### src/rtl/sdram_arbiter.sv
// Two-requester arbiter in front of sdramburst: video has fixed priority, and the
// MMU is forced through after STARVE_LIMIT video grants made while it waited.
module sdram_arbiter #(
  parameter int ADDR_W       = 32,
  parameter int DATA_W       = 16,
  parameter int STARVE_LIMIT = 4
) (
  input  logic              clk,
  input  logic              reset,
  input  logic [ADDR_W-1:0] v_address,
  input  logic              v_rw_req,
  input  logic              v_burst_len,
  output logic              v_bursting,
  input  logic [ADDR_W-1:0] m_address,
  input  logic              m_rw_req,
  input  logic              m_rw,
  input  logic [DATA_W-1:0] m_write_data,
  input  logic              m_burst_len,
  output logic              m_bursting,
  output logic [ADDR_W-1:0] sd_address,
  output logic              sd_rw_req,
  output logic              sd_rw,
  output logic [DATA_W-1:0] sd_write_data,
  output logic              sd_burst_len,
  input  logic              sd_bursting,
  output logic              owner_m
);

  localparam int CNT_W = $clog2(STARVE_LIMIT + 1);
  localparam logic [CNT_W-1:0] CNT_MAX = CNT_W'(STARVE_LIMIT);

  typedef enum logic [1:0] {IDLE, REQ, BURST, GAP} state_t;

  state_t           state, state_nxt;
  logic             owner_nxt;
  logic [CNT_W-1:0] starve_cnt, starve_nxt;
  logic             owner_req;
  logic             force_m;
  logic             in_xfer;

  function automatic logic [CNT_W-1:0] sat_inc(input logic [CNT_W-1:0] c);
    if (c == CNT_MAX) return c;
    return c + CNT_W'(1);
  endfunction

  assign owner_req = owner_m ? m_rw_req : v_rw_req;
  assign force_m   = m_rw_req && (starve_cnt == CNT_MAX);
  assign in_xfer   = (state == REQ) || (state == BURST);

  always_ff @(posedge clk) begin
    if (reset) begin
      state      <= IDLE;
      owner_m    <= 1'b0;
      starve_cnt <= '0;
    end else begin
      state      <= state_nxt;
      owner_m    <= owner_nxt;
      starve_cnt <= starve_nxt;
    end
  end

  always_comb begin
    state_nxt  = state;
    owner_nxt  = owner_m;
    starve_nxt = starve_cnt;
    case (state)
      IDLE: begin
        // Video wins a simultaneous request unless the MMU has waited too long.
        if (force_m || (m_rw_req && !v_rw_req)) begin
          owner_nxt  = 1'b1;
          starve_nxt = '0;
          state_nxt  = REQ;
        end else if (v_rw_req) begin
          owner_nxt = 1'b0;
          state_nxt = REQ;
          if (m_rw_req) starve_nxt = sat_inc(starve_cnt);
        end
      end
      REQ: begin
        if (sd_bursting)     state_nxt = BURST;
        else if (!owner_req) state_nxt = IDLE;
      end
      BURST: begin
        if (!sd_bursting) state_nxt = GAP;
      end
      GAP:     state_nxt = IDLE;
      default: state_nxt = IDLE;
    endcase
  end

  // Steering follows owner_m in every state so the mux never glitches mid-transaction.
  assign sd_rw_req     = in_xfer & owner_req;
  assign sd_address    = owner_m ? m_address : v_address;
  assign sd_burst_len  = owner_m ? m_burst_len : v_burst_len;
  assign sd_rw         = owner_m & m_rw;
  assign sd_write_data = m_write_data;
  assign v_bursting    = sd_bursting & ~owner_m & in_xfer;
  assign m_bursting    = sd_bursting &  owner_m & in_xfer;

endmodule
### config.mk
export PLATFORM = sky130hd
export DESIGN_NAME = sdram_arbiter
export DESIGN_NICKNAME = d
export VERILOG_FILES = /design/src/rtl/sdram_arbiter.sv
export SDC_FILE = /design/constraint.sdc
export NUM_CORES = 1
export LEC_CHECK = 0
export BUFFER_PORTS_ARGS = -buffer_cell sky130_fd_sc_hd__buf_2
export CORE_ASPECT_RATIO = 0.75
export CORE_MARGIN = 2
export CORE_UTILIZATION = 26
export DETAILED_ROUTE_END_ITERATION = 10
export PLACE_DENSITY = 0.75
export RECOVER_POWER = 25
export SYNTH_ARGS = -nofsm -noshare
export SYNTH_HDL_FRONTEND = slang
export SYNTH_SLANG_ARGS = --single-unit
### constraint.sdc
create_clock -name clk -period 1.29 [get_ports clk]
set_input_delay 0.258 -clock clk [delete_from_list [all_inputs] [get_ports clk]]
set_output_delay 0.258 -clock clk [all_outputs]
set_load 0.01 [all_outputs]
**After elaboration in Yosys (flattened, before gate mapping)**

Index checks and enable logic that the tools add are counted.
Widths: inputs -> output; s select.

- Word-level logic and storage cells: 50
- Input bits: 88
- Register bits: 6
- Output and inout port bits: 54

- Multiplexer cells: 20
- Reduce and logical (&&, ||, !) cells: 11
- Equality and inequality tests: 8
- Bitwise logic cells: 7
- $add $sub $neg: 1

Operator list:

| cell | count |
|---|---|
| $mux 32 | 1 |
| $mux 3 | 4 |
| $mux 2 | 5 |
| $mux 1 | 9 |
| $ne 3x3->1 const B | 3 |
| $pmux 2 s4 | 1 |
| $and 1x1->1 | 6 |
| $eq 2x2->1 const B | 2 |
| $reduce_and 4->1 | 1 |
| $reduce_bool 2->1 | 2 |
| $add 3x1->3 const B | 1 |
| $eq 3x3->1 const B | 1 |
| $reduce_and 3->1 | 1 |
| $eq 2x1->1 const B | 1 |
| $logic_and 1x1->1 | 2 |
| $logic_not 2->1 | 1 |
| $logic_or 1x1->1 | 2 |
| $ne 2x2->1 const B | 1 |
| $reduce_and 2->1 | 1 |
| $logic_not 1->1 | 1 |
| $not 1->1 | 1 |

**Depth between registers and ports, before layout**

Gate-level depths: netlist (run 1).

- Word-level depth: 10
- Gate-level depth with buffers: 5
- Gate-level depth less buffers: 5

**Worst setup path before layout (run 1)**

Ideal clock, no wire load.

- Path kind: register to output
- Start point: reg owner_m
- End point: out sd_address[19]
- Stages on the path, launching flop included: 4
- Path slack: -0.103 ns
- Required time: 1.032 ns
- Data arrival time: 1.135 ns
- Cells stage by stage: dfxtp_1 buf_4 buf_4 mux2_1

- Longest elaborated chain between the ends: 1

RTL lines:

| item | line | RTL |
|---|---|---|
| from (decl) | 26 | `output logic owner_m` |
| from (signal assigned) | 57 | `owner_m <= owner_nxt;` |
| $mux 32 | 93 | `assign sd_address = owner_m ? m_address : v_address;` |
| to (decl) | 20 | `output logic [ADDR_W-1:0] sd_address,` |

Every way passes these cells.

**Worst setup path after layout (run 1)**

- Start point: reg owner_m
- End point: out sd_address[16]

The elaborated chain is that of the path after synthesis.

==> flow_metrics.env, run 1 <==
export IMPL_outcome="finished with violations"
export IMPL_violations="negative setup slack"
export IMPL_cp_cell_sequence="clkbuf_16 -> mux2_2 -> buf_6"
export IMPL_worstPathArrival_ns=1.26
export IMPL_cts_buffer_depth=2
export IMPL_place_area_sq_um=1500
export IMPL_antenna_found_initial=0
export IMPL_cap_violations=0
export IMPL_cts_sinks=6
export IMPL_yosysSeqAreaShare_pct=12.87
export IMPL_areaGrowthSynthToFinish_pct=102.8
export IMPL_cp_required_ns=1.03
export IMPL_dp_cells=242
export IMPL_grt_max_degree=20
export IMPL_grtUsageTotal_pct=16.67
export IMPL_insertion_delay_ns=0.23
export IMPL_synthTopCellsByArea="mux2_2 (36%), buf_4 (16%), dfxtp_1 (13%)"
export IMPL_postRouteAntennaNets=0
export IMPL_crit_buf_inv=2
export IMPL_vias_per_cell=4.594
export IMPL_synth_cells=102
export IMPL_crit_type="reg -> out"
export IMPL_synth_area_leader_cell="mux2_2"
export IMPL_rsz0062_at_grt="true"
export IMPL_port_buffers=109
export IMPL_grt_pass1_wl_um=5319
export IMPL_final_area_sq_um=1893
export IMPL_fin_crit_ns=1.523
export IMPL_relSlewSlack_pct=83.71
export IMPL_cts_tree="built"
export IMPL_htreeDepth=1
export IMPL_power_density_nw_per_um2=704.7
export IMPL_start_util_pct=27.82
export IMPL_ir_worst_vdd_v=0.0002482
export IMPL_critPathMaxStageDelay_ns=0.40
export IMPL_synth_distinct_cells=28
export IMPL_drv_slew=0
export IMPL_fp_dieArea_sq_um=4090
export IMPL_post_route_period_util_pct=118.0
export IMPL_cp_top_family="flip-flops"
export IMPL_cts_root_buffer="clkbuf_8"
export IMPL_rows=18
export IMPL_synth_most_common_cell="mux2_2"
export IMPL_multi_input_area_sq_um=753.2
export IMPL_synth_edf_count=0
export IMPL_crit_slowest_cell="dfxtp_4"
export IMPL_p_leak_nw=0.9560
export IMPL_hold_viol_final=0
export IMPL_ys_async_sr_fraction_pct=0
export IMPL_synth_seq_cells=6
export IMPL_wl_per_cell_um=14.99
export IMPL_place_congestion=0.8385
export IMPL_detail_route_iter0_violations=35
export IMPL_finalWorstSetupSlack_ns=-0.2328
export IMPL_cts_made_buffers=3
export IMPL_skew_ns=0.003383
export IMPL_synth_top_cells_by_count="mux2_2 (30), buf_4 (20), nand2_1 (7)"
export IMPL_core_sq_um=3356
export IMPL_antenna_cells=0
export IMPL_max_freq_mhz=656.7
export IMPL_drc=0
export IMPL_dr_pass1_iters=4
export IMPL_syn_nets=195
export IMPL_fp_dieH_um=55.89
export IMPL_min_path_type="in -> reg"
export IMPL_vias=1153
export IMPL_final_util_pct=56.41
export IMPL_postSynthAreaPerCell_sq_um=9.151
export IMPL_total_power_mw=1.334
export IMPL_ys_flop_type="dfxtp_1"
export IMPL_worst_path_max_fanout=9
export IMPL_tightestPinTransition_ns=0.2422
export IMPL_grt_pass1_vias=1165
export IMPL_final_setup_viol_count=39
export IMPL_yosysTopAreaCellShare_pct=36.19
export IMPL_yosys_warnings=0
export IMPL_fin_cells=251
export IMPL_dpl_hpwl_um=2662
export IMPL_io_pins=142
export IMPL_path_clk_slew_ns=0.04
export IMPL_cp_start_kind="register"
export IMPL_nets=306
export IMPL_seqCellArea_sq_um=126.4
export IMPL_synth_area_sq_um=933.4
export IMPL_hold_worst_slack_ns=0.2900
export IMPL_die_w_um=73.19
export IMPL_end_kind="output port"
export IMPL_final_fill_count=297
export IMPL_drt_total_wl_um=3763
export IMPL_overflow=0
export IMPL_layout_drive_gt1_share_pct=83.89
export IMPL_ctsHoldBuffers=0
==> cell families (layout without fill, tap and decap cells) <==
| kind of cell | after synthesis | count (layout) | share of synthesized area (%) |
|---|---|---|---|
| multiplexers | 35 | 35 | 42.36 |
| buffers and inverters | 24 | 133 | 17.69 |
| AND/OR/NAND/NOR | 21 | 21 | 11.93 |
| AO/OA/AOI/OAI | 11 | 11 | 8.446 |
| flip-flops | 6 | 6 | 12.87 |
| adder cells (fa/ha/maj) | 5 | 5 | 6.702 |
==> metal layers <==
metal / GRT usage (%) / vias up / routed length, um
met5: 0 / - / 0
met4: 6.085 / 0 / 60
met3: 4.348 / 9 / 220
met2: 28.19 / 52 / 1940
met1: 20.00 / 530 / 1541
li1: - / 562 / -
==> worst register-to-register path: stages (launching register included) <==
cell	delay [ns]
dfxtp_4	0.37
buf_4	0.16
mux2i_4	0.18
buf_4	0.14
buf_4	0.13
o211ai_2	0.14
mux2i_1	0.19
==> repair_timing <==
| item | 4_1_cts | 5_1_grt |
|---|---|---|
| gates resized for setup | 36 | 23 |
| setup buffers | 3 | 2 |
| endpoints found under the hold margin | 0 | 0 |
| cloned | 0 | 1 |
| pin swaps | 3 | 4 |
| setup endpoints to repair | 39 | 43 |
==> placed cells by master (no fill, tap or decap), types with 2 or more instances in the layout <==
cell type / count
buf_4: 13
buf_6: 31
dfxtp_1: 3
inv_2: 2
buf_2: 79
dfxtp_2: 2
nor2_1: 2
mux2_2: 18
mux2_4: 15
ha_1: 4
nand4_1: 2
clkbuf_8: 3
nand2b_1: 2
buf_12: 2
inv_1: 2
nand2_1: 6
a21oi_1: 3
==> final cells by class <==
type | count | area share (%)
inverter | 4 | 0.7931
timing repair buffer | 126 | 47.92
tap | 40 | 2.644
clock buffer | 3 | 2.181
sequential | 6 | 6.675
multi-input combinational | 72 | 39.79
==> metrics by stage <==
| step | setup WS, ns | setup TNS (ns) |
|---|---|---|
| after CTS | -0.2348 | -7.096 |
| after global routing | -0.2572 | -8.621 |
| after detailed placement | -0.05218 | -0.8084 |
| after floorplan | -0.004564 | -0.09127 |
| final | -0.2328 | -7.402 |
| after global placement | -0.03274 | -0.4412 |
==> power breakdown <==
part,switching [mW],internal [mW]
Clock,0.0974,0.202
Sequential,0.0140,0.201
Combinational,0.310,0.511
==> worst paths after layout <==
| check | start | depth (start not counted) | slack, ns | end |
|---|---|---|---|---|
| hold reg to reg | starve_cnt[0] | 2 | 0.47 | starve_cnt[0] |
| setup reg to reg | owner_m | 6 | -0.11 | register |
| setup / recovery | owner_m | 3 | -0.23 | sd_address[16] |
| hold / removal | reset | 2 | 0.29 | state[0] |
(Power assumes the default switching activity.)
==> inputs of run 2 (changes only) <==
clock period = 1.22 ns   (was 1.29 ns; I/O delays follow)
==> flow_metrics.env, run 2 (synthesized netlist as in run 1, its figures left out) <==
export IMPL_htreeDepth=1
export IMPL_hold_worst_slack_ns=0.2822
export IMPL_layout_drive_gt1_share_pct=85.31
export IMPL_cts_made_buffers=3
export IMPL_fin_crit_ns=1.503
export IMPL_wl_per_cell_um=15.12
export IMPL_drc=0
export IMPL_place_area_sq_um=1505
export IMPL_internal_power_mw=0.9631
export IMPL_dp_cells=241
export IMPL_fin_cells=251
export IMPL_p_seq_share_pct=16.2
export IMPL_vias=1184
export IMPL_power_density_nw_per_um2=760.8
export IMPL_drv_slew=0
export IMPL_grtUsageTotal_pct=17.01
export IMPL_cts_buffer_depth=2
export IMPL_switchingPower_mw=0.4410
export IMPL_rsz0062_at_grt="true"
export IMPL_relSlewSlack_pct=86.43
export IMPL_cts_sinks=6
export IMPL_tightestPinTransition_ns=0.1993
export IMPL_fp_dieArea_sq_um=4090
export IMPL_seqCellArea_sq_um=127.6
export IMPL_ctsHoldBuffers=0
export IMPL_end_kind="output port"
export IMPL_place_congestion=0.8021
export IMPL_worst_path_max_fanout=17
export IMPL_crit_type="reg -> out"
export IMPL_final_util_pct=55.00
export IMPL_rows=18
export IMPL_p_leak_nw=0.9260
export IMPL_total_power_mw=1.404
export IMPL_grt_pass1_vias=1166
export IMPL_postRouteAntennaNets=0
export IMPL_cp_start_kind="register"
export IMPL_io_pins=142
export IMPL_multi_input_area_sq_um=757.0
export IMPL_final_area_sq_um=1846
export IMPL_min_path_type="in -> reg"
export IMPL_skew_ns=0.007815
export IMPL_areaGrowthSynthToFinish_pct=97.72
export IMPL_fin_setup_tns_ns=-9.062
export IMPL_final_setup_viol_count=39
export IMPL_p_comb_share_pct=61.1
export IMPL_grt_max_degree=18
export IMPL_ir_worst_vdd_v=0.0003470
export IMPL_vias_per_cell=4.717
export IMPL_final_fill_count=293
export IMPL_start_util_pct=27.82
export IMPL_hold_viol_final=0
export IMPL_max_freq_mhz=665.4
export IMPL_clkPwrFrac_pct=22.7
export IMPL_cp_required_ns=0.98
export IMPL_detail_route_iter0_violations=26
export IMPL_violations="negative setup slack"
export IMPL_cts_root_buffer="clkbuf_8"
export IMPL_port_buffers=109
export IMPL_die_w_um=73.19
export IMPL_grt_pass1_wl_um=5423
export IMPL_cap_violations=0
export IMPL_worstPathArrival_ns=1.26
export IMPL_antenna_found_initial=0
export IMPL_nets=305
export IMPL_layout_common_cells="buf_2 (84), buf_6 (26), mux2_2 (24)"
export IMPL_switching_share_pct=31.41
export IMPL_outcome="finished with violations"
export IMPL_core_sq_um=3356
export IMPL_pre_cts_ws_ns=-0.06782
export IMPL_dpl_hpwl_um=2889
export IMPL_antenna_cells=0
export IMPL_path_clk_slew_ns=0.04
export IMPL_dr_pass1_iters=3
export IMPL_fp_dieH_um=55.89
export IMPL_finalWorstSetupSlack_ns=-0.2828
export IMPL_final_common_cell="buf_2"
export IMPL_overflow=0
export IMPL_post_route_period_util_pct=123.2
export IMPL_drt_total_wl_um=3794
export IMPL_cts_tree="built"
export IMPL_insertion_delay_ns=0.23
-- run 2: cell count changes in the layout (fill, tap and decap cells not counted), moves of 2 or more --
cell | previous run | this run
mux2_2 | 18 | 24
mux2_4 | 15 | 9
buf_2 | 79 | 84
buf_6 | 31 | 26
a21oi_1 | 3 | 1
a21oi_2 | 0 | 2
ha_1 | 4 | 2
-- run 2: worst max-delay path: stages, from the launching register on --
cell and delay (ns):
dfxtp_4 0.39, buf_12 0.16, mux2_2 0.35, buf_6 0.13
-- run 2: timing repair --
item | 4_1_cts | 5_1_grt
gates resized for setup | 38 | 12
gates cloned | 0 | 0
pin swaps | 4 | 9
setup endpoints to repair | 42 | 43
buffers inserted | 4 | 3
-- run 2: area by class of cell --
cell class,count,share of cell area [%]
Timing Repair Buffer,125,46.10
Clock buffer,4,2.441
Sequential cell,6,6.915
Tap cell,40,2.712
Multi-Input combinational cell,72,41.02
Inverter,4,0.8136
-- run 2: path summary, 6_finish.rpt --
| check | slack [ns] | end | depth (start not counted) | from |
|---|---|---|---|---|
| max | -0.28 | sd_address[7] | 3 | owner_m |
| min | 0.28 | starve_cnt[0] | 2 | reset |
| max reg2reg | -0.08 | register | 5 | state[0] |
| min reg2reg | 0.48 | starve_cnt[0] | 2 | starve_cnt[0] |
-- run 2: layer usage --
metal  share of wire (%)  routed length [um]  vias to the layer above  global-route usage, %
met2                  55                2095                       58                  33.46
met1                  36                1352                      556                  16.63
met5                   0                   0                        -                      0
li1                    -                   -                      564                      -
met3                 7.3                 276                        6                  3.804
met4                 1.8                  70                        0                  6.614
-- run 2: power groups by stage --
stage | Combinational, mW | Clock (mW) | Sequential, mW
after floorplan | 0.403 | 0 | 0.225
after global placement | 0.628 | 0 | 0.229
after detailed placement | 0.645 | 0 | 0.229
after CTS | 0.802 | 0.329 | 0.227
after global routing | 0.912 | 0.344 | 0.229
final | 0.857 | 0.319 | 0.228
==> inputs of run 3 (changes only) <==
CORE_ASPECT_RATIO = 2   (was 0.75)
==> flow_metrics.env, run 3 (synthesized netlist as in run 1, its figures left out) <==
export IMPL_outcome="finished with violations"
export IMPL_violations="negative setup slack"
export IMPL_place_congestion=0.7321
export IMPL_tightestPinTransition_ns=0.2435
export IMPL_nets=305
export IMPL_areaGrowthSynthToFinish_pct=105.2
export IMPL_drc=0
export IMPL_grt_max_degree=19
export IMPL_hold_viol_final=0
export IMPL_relSlewSlack_pct=83.42
export IMPL_vias=1219
export IMPL_ctsHoldBuffers=0
export IMPL_wl_per_cell_um=14.95
export IMPL_reg2reg_slack_ns=-0.13
export IMPL_crit_slowest_cell="dfxtp_4"
export IMPL_grtUsageTotal_pct=17.13
export IMPL_cts_sinks=6
export IMPL_port_buffers=109
export IMPL_vias_per_cell=4.707
export IMPL_min_path_type="in -> reg"
export IMPL_dp_cells=248
export IMPL_antenna_found_initial=0
export IMPL_p_leak_nw=0.9661
export IMPL_crit_path_start="owner_m"
export IMPL_place_area_sq_um=1508
export IMPL_cp_cell_sequence="buf_12 -> mux2_2 -> buf_6"
export IMPL_antenna_cells=0
export IMPL_final_area_sq_um=1916
export IMPL_cts_made_buffers=3
export IMPL_rsz0062_at_grt="true"
export IMPL_final_setup_viol_count=39
export IMPL_cp_top_family="flip-flops"
export IMPL_final_util_pct=56.08
export IMPL_layout_drive_gt1_share_pct=83.89
export IMPL_skew_ns=0.009719
export IMPL_core_sq_um=3416
export IMPL_postRouteAntennaNets=0
export IMPL_io_pins=142
export IMPL_final_common_cell="buf_2"
export IMPL_cap_violations=0
export IMPL_layout_common_cells="buf_2 (78), buf_6 (33), mux2_4 (18)"
export IMPL_cts_buffer_depth=2
export IMPL_cts_tree="built"
export IMPL_cp_start_kind="register"
export IMPL_drv_slew=0
export IMPL_fin_cells=259
export IMPL_finalWorstSetupSlack_ns=-0.2927
export IMPL_hold_depth=2
export IMPL_path_clk_slew_ns=0.04
export IMPL_overflow=0
export IMPL_post_route_period_util_pct=124.0
export IMPL_hold_end="state[0]"
export IMPL_start_util_pct=27.33
export IMPL_worst_path_max_fanout=18
export IMPL_end_kind="output port"
export IMPL_hold_worst_slack_ns=0.2663
export IMPL_crit_type="reg -> out"
export IMPL_detail_route_iter0_violations=15
export IMPL_critPathMaxStageDelay_ns=0.39
export IMPL_fin_crit_ns=1.513
export IMPL_dr_pass1_iters=4
export IMPL_rows=30
export IMPL_drt_total_wl_um=3871
export IMPL_total_power_mw=1.443
export IMPL_worst_hold_startpoint="reset"
export IMPL_cts_root_buffer="clkbuf_8"
export IMPL_fp_dieArea_sq_um=4114
export IMPL_htreeDepth=1
export IMPL_fp_dieH_um=88.74
export IMPL_worstPathArrival_ns=1.27
export IMPL_crit_buf_inv=2
export IMPL_r2r_end="state[0]"
export IMPL_die_w_um=46.37
export IMPL_max_freq_mhz=661.1
export IMPL_power_density_nw_per_um2=753.5
export IMPL_rr_worst_depth=5
export IMPL_grt_pass1_wl_um=5106
export IMPL_insertion_delay_ns=0.23
export IMPL_cp_required_ns=0.98
export IMPL_grt_pass1_vias=1185
export IMPL_dpl_hpwl_um=2742
export IMPL_rr_startpoint="owner_m"
export IMPL_ir_worst_vdd_v=0.0005000
[run 3: cell counts in the layout (fill, tap and decap cells not counted)]
Identical to the previous run, type by type.
[run 3: metal layers]
layer | track usage [%] | up-vias | part of all wire (%)
met1 | 12.80 | 547 | 29
met4 | 9.091 | 0 | 3.5
met2 | 35.61 | 92 | 57
met3 | 3.265 | 14 | 10
met5 | 0 | - | 0
li1 | - | 566 | -
[run 3: report_power, final]
| part | switching [mW] | internal (mW) |
|---|---|---|
| logic | 0.344 | 0.558 |
| clock network | 0.0914 | 0.225 |
| registers | 0.0132 | 0.212 |
| total | 0.448 | 0.995 |
[run 3: through the flow]
step | setup WS, ns | TNS, ns
CTS | -0.2979 | -9.668
global route | -0.3261 | -10.88
global placement | -0.04022 | -0.7956
detailed placement | -0.05389 | -1.259
floorplan | -0.01769 | -0.4229
finish | -0.2927 | -9.323
[run 3: worst register-to-register path, stage by stage, from the launching register on]
cell      delay, ns
dfxtp_4        0.39
buf_4          0.13
mux2i_4        0.29
buf_6          0.15
o211ai_1       0.10
a211oi_2       0.19
[run 3: final cells by class]
class                           count  area (sq um)
Sequential cell                     6         126.4
Clock buffer                        4         45.04
Tap cell                           48         60.06
Multi-Input combinational cell     72         777.0
Timing Repair Buffer              125         892.1
Fill cell                         307          1500
Inverter                            4         15.01
[run 3: how the worst max path moves through the flow]
stage	end	slack, ns	cells past startpoint
finish	sd_address[26]	-0.29	3
floorplan	sd_address[10]	-0.02	3
global route	sd_address[26]	-0.33	3
global placement	sd_address[5]	-0.04	3
detailed placement	sd_address[0]	-0.05	3
CTS	sd_address[5]	-0.30	3
[run 3: timing repair]
item | 4_1_cts | 5_1_grt
setup endpoints to repair | 39 | 42
resized for setup | 39 | 22
pin swaps | 2 | 6
setup buffers | 3 | 4
